`src/rtl/phase_timer.sv`:
```
`default_nettype none
// +------------------------------------------------------------------------+
// | Module      : phase_timer                                              |
// | Description : Per-phase dwell timer for a traffic-light sequencer.     |
// |               A one-second prescaler drives a down-counter that is     |
// |               reloaded on every phase change. A single-cycle advance   |
// |               pulse (mux_out) is emitted when the dwell expires.       |
// | Options     : PHASE_TIMER_FAST_SIM_EN - forces the prescaler divisor   |
// |               to 4 so that simulations run quickly.                    |
// | Revision    : 1.0 - initial release                                    |
// +------------------------------------------------------------------------+
module phase_timer #(
   parameter int TICK_DIV = 50000000,
   parameter int OFF_S    = 2,
   parameter int RED_S    = 30,
   parameter int GREEN_S  = 25,
   parameter int YELLOW_S = 5
) (
   input  logic       clk,
   input  logic       rst_n,
   input  logic       enable,
   input  logic [1:0] state,
   output logic       mux_out,
   output logic       sec_tick,
   output logic [7:0] remaining
);

`ifdef PHASE_TIMER_FAST_SIM_EN
   // TICK_DIV is still referenced so the parameter stays meaningful in both builds.
   localparam int C_DIV = (TICK_DIV > 0) ? 4 : 4;
`else
   localparam int C_DIV = TICK_DIV;
`endif

   localparam int              C_PW   = (C_DIV > 2) ? $clog2(C_DIV) : 1;
   localparam logic [C_PW-1:0] C_LAST = C_PW'(C_DIV - 1);

   // Durations are clamped to 1..255 so a phase always lasts at least one tick.
   function automatic logic [7:0] sat_dur(input int secs);
      logic [7:0] r;
      if (secs <= 0) begin
         r = 8'd1;
      end else if (secs > 255) begin
         r = 8'd255;
      end else begin
         r = secs[7:0];
      end
      return r;
   endfunction

   localparam logic [7:0] C_OFF_DUR    = sat_dur(OFF_S);
   localparam logic [7:0] C_RED_DUR    = sat_dur(RED_S);
   localparam logic [7:0] C_GREEN_DUR  = sat_dur(GREEN_S);
   localparam logic [7:0] C_YELLOW_DUR = sat_dur(YELLOW_S);

   logic [C_PW-1:0] presc_q, presc_d;
   logic            sec_tick_q, sec_tick_d;
   logic            mux_out_q, mux_out_d;
   logic [1:0]      state_q, state_d;
   logic [7:0]      remaining_q, remaining_d;
   logic [7:0]      dur_sel;
   logic            phase_chg;

   // Dwell lookup for the incoming phase.
   always_comb begin
      dur_sel = C_OFF_DUR;
      case (state)
         2'b00:   dur_sel = C_OFF_DUR;
         2'b01:   dur_sel = C_RED_DUR;
         2'b10:   dur_sel = C_GREEN_DUR;
         default: dur_sel = C_YELLOW_DUR;
      endcase
   end

   // Next-state: phase change reloads and restarts the second, otherwise count down.
   always_comb begin
      presc_d     = presc_q;
      sec_tick_d  = 1'b0;
      mux_out_d   = 1'b0;
      remaining_d = remaining_q;
      state_d     = state;
      phase_chg   = (state != state_q);

      if (phase_chg) begin
         // Reload wins over any pending tick, so no decrement and no pulse here.
         remaining_d = dur_sel;
         presc_d     = '0;
      end else begin
         if (enable) begin
            if (presc_q == C_LAST) begin
               presc_d    = '0;
               sec_tick_d = 1'b1;
            end else begin
               presc_d = presc_q + C_PW'(1);
            end
         end
         // A registered tick was earned while enabled, so it is consumed even if
         // enable has just dropped. Ticks are >= 2 cycles apart, which keeps
         // mux_out pulses separated by at least one low cycle.
         if (sec_tick_q) begin
            if (remaining_q > 8'd1) begin
               remaining_d = remaining_q - 8'd1;
            end else if (remaining_q == 8'd1) begin
               remaining_d = 8'd0;
               mux_out_d   = 1'b1;
            end
         end
      end
   end

   // State registers with synchronous active-low reset.
   always_ff @(posedge clk) begin
      if (!rst_n) begin
         presc_q     <= '0;
         sec_tick_q  <= 1'b0;
         mux_out_q   <= 1'b0;
         state_q     <= 2'b00;
         remaining_q <= C_OFF_DUR;
      end else begin
         presc_q     <= presc_d;
         sec_tick_q  <= sec_tick_d;
         mux_out_q   <= mux_out_d;
         state_q     <= state_d;
         remaining_q <= remaining_d;
      end
   end

   assign mux_out   = mux_out_q;
   assign sec_tick  = sec_tick_q;
   assign remaining = remaining_q;

endmodule
`default_nettype wire

```
`config.mk`:
```
export PLATFORM = sky130hd
export DESIGN_NAME = phase_timer
export DESIGN_NICKNAME = d
export VERILOG_FILES = /design/src/rtl/phase_timer.sv
export SDC_FILE = /design/constraint.sdc
export NUM_CORES = 1
export LEC_CHECK = 0
export BUFFER_PORTS_ARGS = -buffer_cell sky130_fd_sc_hd__buf_2
export CORE_ASPECT_RATIO = 1.25
export CORE_MARGIN = 1.5
export CORE_UTILIZATION = 60
export CTS_CLUSTER_DIAMETER = 80
export DETAILED_ROUTE_END_ITERATION = 10
export PLACE_DENSITY = 0.78
export SLEW_MARGIN = 10
export SYNTH_ARGS = -nofsm -noshare
export SYNTH_HDL_FRONTEND = slang
export SYNTH_SLANG_ARGS = --single-unit
```
`constraint.sdc`:
```
create_clock -name clk -period 3.2 [get_ports clk]
set_input_delay 0 -clock clk [delete_from_list [all_inputs] [get_ports clk]]
set_output_delay 0 -clock clk [all_outputs]
set_load 0.01 [all_outputs]
```
==> flow_summary.yaml <==
floorplan:
  die-area_mm2: 0.00380
  row_count: 23
  start_util_pct: 63.4
  die_y_um: 68.6
  die_x_um: 55.5
  pin_count: 15
  core_mm2: 0.00325
cells_and_area:
  num-nets-final: 261
  finalInstanceArea_mm2: 0.00223
  drive_gt1_share_pct: 12.0
  n_antenna_cell: 0
  area_growth_pct: 8.31
synth:
  synth_common_cells: "dfxtp_1 (38), nor2_1 (25), nand4_1 (16), a21oi_1 (11), nand2_1 (11)"
  postSynthCellCount: 238
  avgSynthCellArea_um2: 8.67
  netlist.area_leader.share_pct: 36.9
  synthArstFlopShare_pct: 0
  synth.net_count: 250
  yosys-top-cells-area: "dfxtp_1 (37%), nand4_1 (4.9%), nor2_1 (4.5%), ha_1 (4.2%), xnor2_1 (3.8%)"
  synth_edf_count: 0
  syn-cell-area_mm2: 0.00206
  ys_types: 49
  ys.flop_type: "dfxtp_1"
  synth_top_cell_by_area: "dfxtp_1"
  ys_ff_latch: 38
  yosys_warnings: 0
  synth-seq-area-share_pct: 36.9
  yosysMostFrequentCell: "dfxtp_1"
drt:
  first_pass_iters: 4
  wire_per_inst_um: 14.5
  drc: 0
  drt_iter0_markers: 89
  wl_mm: 4.17
  num_vias: 1794
  vias_per_cell: 6.25
  ant_nets: 0
clocking:
  cts_tree: "built"
  post_cts_resized: 0
  clk-insertion-delay-late_ns: 0.29
  ctsHoldBuffers: 0
  clkTransAtPathRegs_ns: 0.07
  cts_setup_buffers: 0
  htreeDepth: 2
  cts-buffers-inserted: 5
  cts_sinks: 38
  root_buffer: "clkbuf_8"
  cts_buffer_depth: 2
min_path:
  hold_class: "primary input to flop"
timing:
  worst_slew_pin_slew_ns: 0.491
  layout_min_cycle_time_ns: 1.98
  fin_skew_ns: 0.00955
  slew_viol_final: 0
  rsz0062_at_grt: "no"
  fmax_mhz: 505
  finalHoldViolCount: 0
  tns_ns: 0
  relSlewSlack_pct: 67.0
  fin_crit_sh_pct: 61.9
  setup_viol: 0
critical_path:
  path_cells: "or4_4, nor4_4, nor4_1, a311o_1"
  cpMaxStageDelayCell: "or4_4"
  cp-start-kind: "flop"
  critPathArrivalTime_ns: 2.17
  worstPathMaxFanout: 9
  crit_type: "flop to flop"
  crit_required_ns: 3.39
  setup.worst_path.end_class: "flop"
  slowest_delay_ns: 0.61
  worst_path_dominant_cell_family: "simple AND/OR/NAND/NOR gates"
  crit_buf_inv: 0
placement:
  hpwl_mm: 3.03
  dpl-instance-area_mm2: 0.00214
  numPortBuffers: 14
  gp_congestion: 0.844
global_routing:
  grt_remaining_overflow: 0
  grt_pass1_vias: 1575
  grt_antenna_before_repair: 0
  grt_max_degree: 21
  grt_pass1_wl_mm: 6.89
  track_usage_pct: 23.4
pwr:
  power_density_mw_per_mm2: 421
  p_leak_nw: 0.749
  ir_drop_mv: 0.292
run_status:
  status: "finished clean"
run:
  max_cap_violations: 0
placed cells by master (no fill, tap or decap), types with 3 or more instances in the layout:
| master | netlist | final |
|---|---|---|
| dfxtp_1 | 38 | 38 |
| nor2_1 | 25 | 25 |
| nand4_1 | 16 | 16 |
| buf_2 | 5 | 14 |
| nand2_1 | 11 | 11 |
| a21oi_1 | 11 | 11 |
| nand3_1 | 9 | 9 |
| xnor2_1 | 9 | 9 |
| o21ai_0 | 9 | 9 |
| inv_1 | 7 | 7 |
| nor4_1 | 7 | 7 |
| xor2_1 | 7 | 7 |
| or3_1 | 7 | 7 |
| ha_1 | 7 | 7 |
| and4_1 | 6 | 6 |
| nor3_1 | 6 | 6 |
| clkbuf_8 | 0 | 6 |
| o31ai_1 | 5 | 5 |
| or4_1 | 5 | 5 |
| and2_1 | 3 | 3 |
| nor4b_1 | 3 | 3 |
cells by family after synthesis:
kind of cell,count (synthesis),synth area share [%]
compound gates,48,17.0
xor+xnor,16,6.79
fa+ha+maj,7,4.24
buf+inv,18,3.76
flops,38,36.9
simple gates,111,31.4
worst register-to-register path: cells and delay by family, from the launching register on:
family	cells	cell delay (ns)
DFF	1	0.38
AOI/OAI and AO/OA	1	0.33
and+or+nand+nor	3	1.18
per-layer routing:
layer,share of wire [%],global-route usage [%],vias to the layer above
met5,0,0,-
met4,1.9,11.3,0
met3,3.2,4.66,8
met2,51,43.9,35
met1,44,25.7,829
li1,-,-,922
metrics by stage:
stage	cells	total power [mW]	worst slack, ns	hold slack [ns]	util, %
after floorplan	238	0.590	1.33	0.157	-
after global routing	287	0.975	1.10	0.0206	68.7
after global placement	279	0.615	1.26	0.305	65.9
after CTS	287	0.949	1.22	0.00357	68.7
final	287	0.941	1.22	0.0170	68.7
after detailed placement	279	0.616	1.22	0.319	65.9
power breakdown:
part / internal, mW / total (mW) / leakage (nW) / switching, mW
combinational: 0.0428 / 0.106 / 0.393 / 0.0632
sequential: 0.482 / 0.500 / 0.308 / 0.0184
clock: 0.174 / 0.334 / 0.0482 / 0.161
total: 0.699 / 0.941 / 0.749 / 0.242
path summary, 6_finish.rpt:
path	from	to	slack, ns	depth (start not counted)
worst max register to register	remaining[4]	remaining[1]	1.22	4
worst min register to register	presc_q[23]	presc_q[23]	0.48	2
worst min-delay path	enable	presc_q[1]	0.02	2
worst max-delay path	remaining[4]	remaining[1]	1.22	4
flip-flops by register name, indices dropped and copies added, names as in the netlist:
name / cells
state_q: 2
remaining: 8
presc_q: 26
mux_out: 1
sec_tick: 1
area by class of cell:
class | instances | area [um^2]
clock buffers | 7 | 86.3
clock inverters | 1 | 5.00
fillers | 294 | 1020
inverters | 7 | 26.3
multi-input cells | 182 | 1230
flip-flops and latches | 38 | 761
well taps | 37 | 46.3
repair buffers | 15 | 77.6
No activity file was read; power rests on OpenSTA's default activity.
